`src/rtl/bcd_count_ctrl_pkg.sv`:
```
// Shared definitions for the BCD run-control blocks: state encoding, digit range
// and the terminal-value validity check.
package bcd_count_ctrl_pkg;

  typedef enum logic [1:0] {
    ST_IDLE  = 2'b00,
    ST_RUN   = 2'b01,
    ST_PAUSE = 2'b10,
    ST_DONE  = 2'b11
  } state_e;

  localparam logic [3:0] BCD_DIGIT_MAX = 4'd9;

  // A limit is usable only if every digit is decimal and it is not all-zero;
  // anything else means free-run.
  function automatic logic bcd_limit_valid(input logic [11:0] lim);
    return (lim[11:8] <= BCD_DIGIT_MAX) &&
           (lim[7:4]  <= BCD_DIGIT_MAX) &&
           (lim[3:0]  <= BCD_DIGIT_MAX) &&
           (lim != 12'h000);
  endfunction

endpackage

```
`src/rtl/bcd_count_ctrl_prescaler.sv`:
```
// Divide-by-DIV step prescaler: counts while run is high, holds otherwise,
// and asserts tick on its last phase.
module bcd_prescaler #(
  parameter int DIV   = 4,
  parameter int PRE_W = 2
) (
  input  logic clk,
  input  logic reset,
  input  logic run,
  input  logic sync_clr,
  output logic tick
);

  localparam logic [PRE_W-1:0] PRE_MAX = PRE_W'(DIV - 1);

  logic [PRE_W-1:0] pre_q, pre_d;

  always_comb begin
    // NOTE: default assignment first, so every path assigns pre_d and no latch is inferred.
    pre_d = pre_q;
    if (sync_clr) begin
      pre_d = '0;
    end else if (run) begin
      pre_d = (pre_q == PRE_MAX) ? '0 : pre_q + 1'b1;
    end
  end

  // NOTE: clocked state uses non-blocking assignments so all registers update together.
  always_ff @(posedge clk or negedge reset) begin
    if (!reset) begin
      pre_q <= '0;
    end else begin
      pre_q <= pre_d;
    end
  end

  assign tick = (pre_q == PRE_MAX);

endmodule

```
`src/rtl/bcd_count_ctrl.sv`:
```
// Run-control sequencer for a 3-digit BCD counter: start/stop/clear commands,
// prescaled enable strobes, programmable BCD stop value and sticky overflow.
module bcd_count_ctrl
  import bcd_count_ctrl_pkg::*;
#(
  parameter int DIV   = 4,
  parameter int PRE_W = 2
) (
  input  logic        clk,
  input  logic        reset,
  input  logic        start,
  input  logic        stop,
  input  logic        clear,
  input  logic [11:0] limit,
  input  logic [11:0] cnt_q,
  input  logic        cnt_carry,
  output logic        cnt_en,
  output logic        cnt_clr,
  output logic        busy,
  output logic        done,
  output logic        overflow
);

  state_e state_q, state_d;
  logic   cnt_clr_q, cnt_clr_d;
  logic   overflow_q, overflow_d;
  logic   limit_valid, at_limit, pre_run, tick;

  assign limit_valid = bcd_limit_valid(limit);
  // During the cnt_clr cycle the counter still shows its pre-clear value, so a
  // match there is stale (e.g. restart from DONE) and must not count.
  assign at_limit = limit_valid && (cnt_q == limit) && !cnt_clr_q;
  assign pre_run  = (state_q == ST_RUN) && !at_limit;

  // Every cnt_clr-producing transition also re-phases the prescaler.
  bcd_prescaler #(
    .DIV  (DIV),
    .PRE_W(PRE_W)
  ) u_prescaler (
    .clk     (clk),
    .reset   (reset),
    .run     (pre_run),
    .sync_clr(cnt_clr_d),
    .tick    (tick)
  );

  always_ff @(posedge clk or negedge reset) begin
    if (!reset) begin
      state_q    <= ST_IDLE;
      cnt_clr_q  <= 1'b0;
      overflow_q <= 1'b0;
    end else begin
      state_q    <= state_d;
      cnt_clr_q  <= cnt_clr_d;
      overflow_q <= overflow_d;
    end
  end

  // Command priority is clear > stop > start.
  always_comb begin
    state_d   = state_q;
    cnt_clr_d = 1'b0;
    case (state_q)
      ST_IDLE: begin
        if (start) begin
          state_d   = ST_RUN;
          cnt_clr_d = 1'b1;
        end
      end
      ST_RUN: begin
        if (clear) begin
          state_d   = ST_IDLE;
          cnt_clr_d = 1'b1;
        end else if (stop) begin
          state_d = ST_PAUSE;
        end else if (at_limit) begin
          state_d = ST_DONE;
        end
      end
      ST_PAUSE: begin
        if (clear) begin
          state_d   = ST_IDLE;
          cnt_clr_d = 1'b1;
        end else if (start) begin
          state_d = ST_RUN;
        end
      end
      ST_DONE: begin
        if (clear || start) begin
          state_d   = clear ? ST_IDLE : ST_RUN;
          cnt_clr_d = 1'b1;
        end
      end
      default: state_d = ST_IDLE;
    endcase
  end

  always_comb begin
    overflow_d = overflow_q;
    if (cnt_clr_q) begin
      overflow_d = 1'b0;
    end else if (cnt_en && cnt_carry) begin
      overflow_d = 1'b1;
    end
  end

  always_comb begin
    busy     = (state_q == ST_RUN);
    done     = (state_q == ST_DONE);
    cnt_en   = busy && tick && !at_limit;
    cnt_clr  = cnt_clr_q;
    overflow = overflow_q;
  end

endmodule

```
`config.mk`:
```
export PLATFORM = sky130hd
export DESIGN_NAME = bcd_count_ctrl
export DESIGN_NICKNAME = d
export VERILOG_FILES = /design/src/rtl/bcd_count_ctrl_pkg.sv /design/src/rtl/bcd_count_ctrl_prescaler.sv /design/src/rtl/bcd_count_ctrl.sv
export SDC_FILE = /design/constraint.sdc
export NUM_CORES = 1
export LEC_CHECK = 0
export BUFFER_PORTS_ARGS = -buffer_cell sky130_fd_sc_hd__buf_2
export CAP_MARGIN = 30
export CORE_MARGIN = 2
export CORE_UTILIZATION = 43
export CTS_CLUSTER_SIZE = 10
export DETAILED_ROUTE_END_ITERATION = 12
export PLACE_DENSITY = 0.82
export RECOVER_POWER = 25
export SETUP_SLACK_MARGIN = 0.1
export SLEW_MARGIN = 20
export SYNTH_ARGS = -nofsm -noshare
export SYNTH_HDL_FRONTEND = slang
export SYNTH_HIERARCHICAL = 1
export SYNTH_SLANG_ARGS = --single-unit
```
`constraint.sdc`:
```
create_clock -name clk -period 2.1 [get_ports clk]
set_input_delay 0.21 -clock clk [delete_from_list [all_inputs] [get_ports clk]]
set_output_delay 0.21 -clock clk [all_outputs]
set_load 0.005 [all_outputs]
```
# Word-level counts from Yosys, hierarchy flattened
# Cells that the tools add are included.
# op_classes
n_addsub,1
n_lt_le_gt_ge,3
eq_ne,7
mux,17
n_reduce_logical,18
# op_table
op,count
2-bit two-way mux,9
12-bit equality test,1
"4-bit <= comparator, second input constant",3
12-bit nonzero test,1
1-bit logical AND,9
2-bit one-hot mux with 4 select lines,1
"2-bit equality test, second input constant",3
1-bit two-way mux,6
"4-bit by 3-bit inequality test with 1-bit output, second input constant",1
2-bit nonzero test,2
1-bit one-hot mux with 3 select lines,1
"2-bit by 1-bit adder with 2-bit output, second input constant",1
"2-bit by 1-bit equality test with 1-bit output, second input constant",1
1-bit zero test,2
2-bit zero test,1
"2-bit by 1-bit inequality test with 1-bit output, second input constant",1
2-bit AND reduction,1
2-bit OR reduction,1
1-bit logical OR,1
# word_totals
reg_bits,6
inputBits,30
output_inout_bits,5
word_cells,50

# Longest topological paths before layout
# logic_depth
depth_word,11
ltp_mapped,7
mapped_depth_nobuf,7

# By module
# Netlist, hierarchy kept.
# by_module_without_submodules
module,n_inst,cells_each,area_each_um2,seq_area_each_um2
bcd_count_ctrl,1,72,554.3,100.1
bcd_prescaler,1,8,100.1,50.0

# Worst setup path before layout
# OpenSTA, ideal clock, no wires.
# synth_path
path_kind,register -> register
from,register state_q[1]
to,register state_q[0]
setup_time_ns,0.065
arrival_time_ns,1.448
required_ns,2.035
path_slack_ns,0.587
path_stages_with_launch,7
n_path_buf,0
period_less_slack_ns,1.513
cell_sequence,dfrtp_1 > inv_1 > ha_1 > nand2b_1 > o41a_1 > o311ai_1 > o21a_1
# synth_via
elab_chain_len,3
elab_cells_between_ends,8
cone_classes,5 x eq/ne; 1 x mux; 2 x reduce/logical
# synth_rtl
item,line,rtl
from (decl),bcd_count_ctrl.sv:24,"state_e state_q, state_d;"
from (signal assigned),bcd_count_ctrl.sv:53,state_q <= state_d;
2-bit by 1-bit equality test with 1-bit output (*),n/a,
net busy,bcd_count_ctrl.sv:19,"output logic busy,"
4-bit by 3-bit inequality test with 1-bit output (no source line),n/a,
2-bit AND reduction (no source line),n/a,
# The timed path passes the listed nets; every way through them passes the cells marked *.
# A chain may end at the register's enable or synchronous reset.

# Final worst setup path
# layout_path
from,register state_q[1]
to,register state_q[0]
# layout_via
elab_chain_len,3
elab_cells_between_ends,8
cone_classes,5 x eq/ne; 1 x mux; 2 x reduce/logical
# layout_rtl
item,line,rtl
2-bit by 1-bit equality test with 1-bit output or 2-bit equality test (tied branches),bcd_count_ctrl.sv:63,case (state_q)
4-bit by 3-bit inequality test with 1-bit output (no source line) or 2-bit by 1-bit inequality test with 1-bit output (tied branches),n/a,
2-bit AND reduction (no source line),n/a,
# Several ways; a longest one is shown, not always the timed one.

==> impl_results.md <==
* Outcome: finished clean
* Clock buffer depth at 2
* CTS Sinks at 6
* Worst Setup SP: state_q[1]
* Endpoints failing hold at 0
* Synth Area in Simple Gates at 0.306
* Vias in the first global route at 721
* CTS tree: done
* Unrepaired setup endpoints after global routing: false
* Tot GR Track Use at 0.203
* Die Span Y at 43.0 um
* Final slew viol count at 0
* Worst EP required at 2280 ps
* Maxcap violations at 0
* RD Place Congestion at 0.778
* Initial drt markers at 11
* Port Buffer Count at 34
* Design Area, Final at 883 um2
* PD cells at 847 nW/um2
* Nets@finish at 156
* Largest net degree at the start of global routing at 8
* Post-synth cell types at 28
* Pleak at 0.416 nW
* Post-Route WL at 1610 um
* Crit Path Max Fanout at 6
* Setup TNS at 0 ps
* RR Endpoint: state_q[0]
* CP endpoint kind: flop
* Post-Syn Nets at 115
* Placed inst area at 852 um2
* Htree depth at 1
* Syn. warnings at 6
* DRC at 0
* Mux cell area share after synthesis at 0.0153
* Area of the multi-input gates at 485 um2
* Vias per cell at 5.39
* Worst skew pair latency at 250 ps
* Vias at 728
* Post-Synth XOR/XNOR Area at 0.147
* Clock transition at path regs at 40 ps
* Post-placement cell count at 131
* Worst reg-to-reg path cell count at 6
* Syn Area/Cell at 8.18 um2
* Largest family of logic cells by synthesized area: simple AND/OR/NAND/NOR gates
* Fin crit share at 0.801
* TritonCTS Buffers at 3
* Mapped Cells at 80
* HP Class: in2reg
* Slew @ Worst Pin at 331 ps
* Ant diodes at 0
* Fmax at 0.594 GHz
* I/O pin total at 35
* Post-synthesis adder-cell area fraction at 0.0956
* Grt total ovfl at 0
* Sequential cell area at 150 um2
* Post-synthesis compound-gate area fraction at 0.178
* Setup skew after layout at 0.137 ps
* Area Overhead vs Synth at 35.0%
* Slew HR at 0.777
* R2R Path Start: state_q[1]
* Critical Path Source Type: flop
* VDD IR max at 279 uV
* Period minus WS final at 1680 ps
* Post-DP HPWL at 1380 um
* FF+latch count, synth at 6
* TritonRoute pass-1 iters at 4
* Die W at 43.0 um
* R2r setup slk at 420 ps
* Detail Route Antenna Nets at 0
* Share of layout cells above drive strength 1 at 0.328
* Die area at 1850 um2
* Register area share after synthesis at 0.229
* Critical path class: reg2reg
* Arr. time, crit path at 1870 ps
* Initial antenna violation count at 0
* Global-route wire length before repair at 2850 um
* Util after Layout at 0.600
* Starting density of the core at 0.445
* Final setup viols at 0
* Core area at 1470 um2
* Number of fill cells at 141
* Post-route insts no fill at 135
* Commonest non-fill, non-tap cell in the layout: buf_2
* CP endpoint: state_q[0]
* WL per Instance at 11.9 um
* Cell area after synthesis at 654 um2
* WHS Path Cells at 3
* Root Driver: clkbuf_4
* Most frequent cells in the layout: 33 x buf_2, 11 x xor2_1, 9 x nor4_1
* Cell row count at 14
## registers in the layout, indices dropped and copies added, names as in the netlist
name,flops
cnt_clr,1
state_q,2
u_prescaler/pre_q,2
overflow,1
## where the power goes
part           internal (mW)  switching (mW)  total [mW]
clock network         0.0646          0.0420       0.107
logic                  0.208           0.228       0.436
registers              0.164          0.0419       0.206
## cell families (layout without fill, tap and decap cells)
kind of cell / count (synthesis) / in the layout
compound gates: 16 / 16
xor+xnor: 11 / 11
fa+ha+maj: 5 / 5
buf+inv: 5 / 44
flops: 6 / 6
mux: 1 / 1
simple gates: 36 / 36
## synth_stat cells
library cell / n / area share
o22ai_1: 1 / 0.0096
o2bb2ai_1: 1 / 0.013
o31ai_1: 1 / 0.011
nand4b_1: 1 / 0.013
ha_1: 5 / 0.096
nor2_1: 8 / 0.046
dfrtp_1: 6 / 0.23
nor2b_1: 2 / 0.019
nand2_1: 6 / 0.034
a21oi_1: 2 / 0.015
o21ai_1: 1 / 0.0076
or3b_1: 1 / 0.013
o41a_1: 1 / 0.017
mux2i_1: 1 / 0.015
o311ai_0: 1 / 0.013
xor2_1: 11 / 0.15
nand4_1: 1 / 0.0096
o21ai_0: 2 / 0.015
inv_1: 5 / 0.029
nor4_1: 9 / 0.086
nor4_2: 1 / 0.019
o311ai_1: 1 / 0.013
a21oi_2: 1 / 0.013
nand2b_1: 2 / 0.019
nand3_1: 3 / 0.023
nor3b_1: 2 / 0.023
a211o_1: 1 / 0.013
o21a_1: 3 / 0.034
## worst max-delay path, cell delays in order (launching register included)
cell and delay (ps):
dfrtp_1 400, inv_1 90, ha_1 260, nand2b_1 140, o41a_1 330, o311ai_1 230
o21a_1 170
## stage by stage
| stage | hold slack, ps | total power [mW] | setup slack [ps] |
|---|---|---|---|
| final | 245 | 0.748 | 417 |
| after global routing | 260 | 0.821 | 257 |
| after CTS | 242 | 0.753 | 409 |
| after detailed placement | 37.1 | 0.642 | 275 |
| after global placement | 32.6 | 0.621 | 371 |
| after floorplan | -85.6 | 0.483 | 587 |
## worst min-delay path by stage
stage          startpoint         end  slack, ps
2_1_floorplan       reset     cnt_clr        -90
3_3_place_gp        reset  state_q[0]         30
3_5_place_dp        reset  state_q[1]         40
4_1_cts         cnt_carry    overflow        240
5_1_grt         cnt_carry    overflow        260
6_report        cnt_carry    overflow        250
## cell type report
class,count,share of cell area
clock buffer,3,0.0255
sequential,6,0.170
tap,16,0.0227
inverter,5,0.0212
timing repair buffer,36,0.211
multi-input combinational,69,0.550
## per-layer routing
| layer | GRT usage | routed length, um | vias to the layer above | share of wire |
|---|---|---|---|---|
| li1 | - | - | 373 | - |
| met1 | 0.248 | 685 | 315 | 0.43 |
| met2 | 0.342 | 783 | 36 | 0.49 |
| met3 | 0.0255 | 109 | 4 | 0.068 |
| met4 | 0.109 | 29 | 0 | 0.018 |
| met5 | 0 | 0 | - | 0 |
## timing repair
| item | 4_1_cts | 5_1_grt |
|---|---|---|
| hold buffers | 1 | 0 |
| endpoints found under the hold margin | 6 | 0 |
| setup buffers | 0 | 0 |
| gates resized for setup | 0 | 0 |
(Power assumes the default switching activity.)
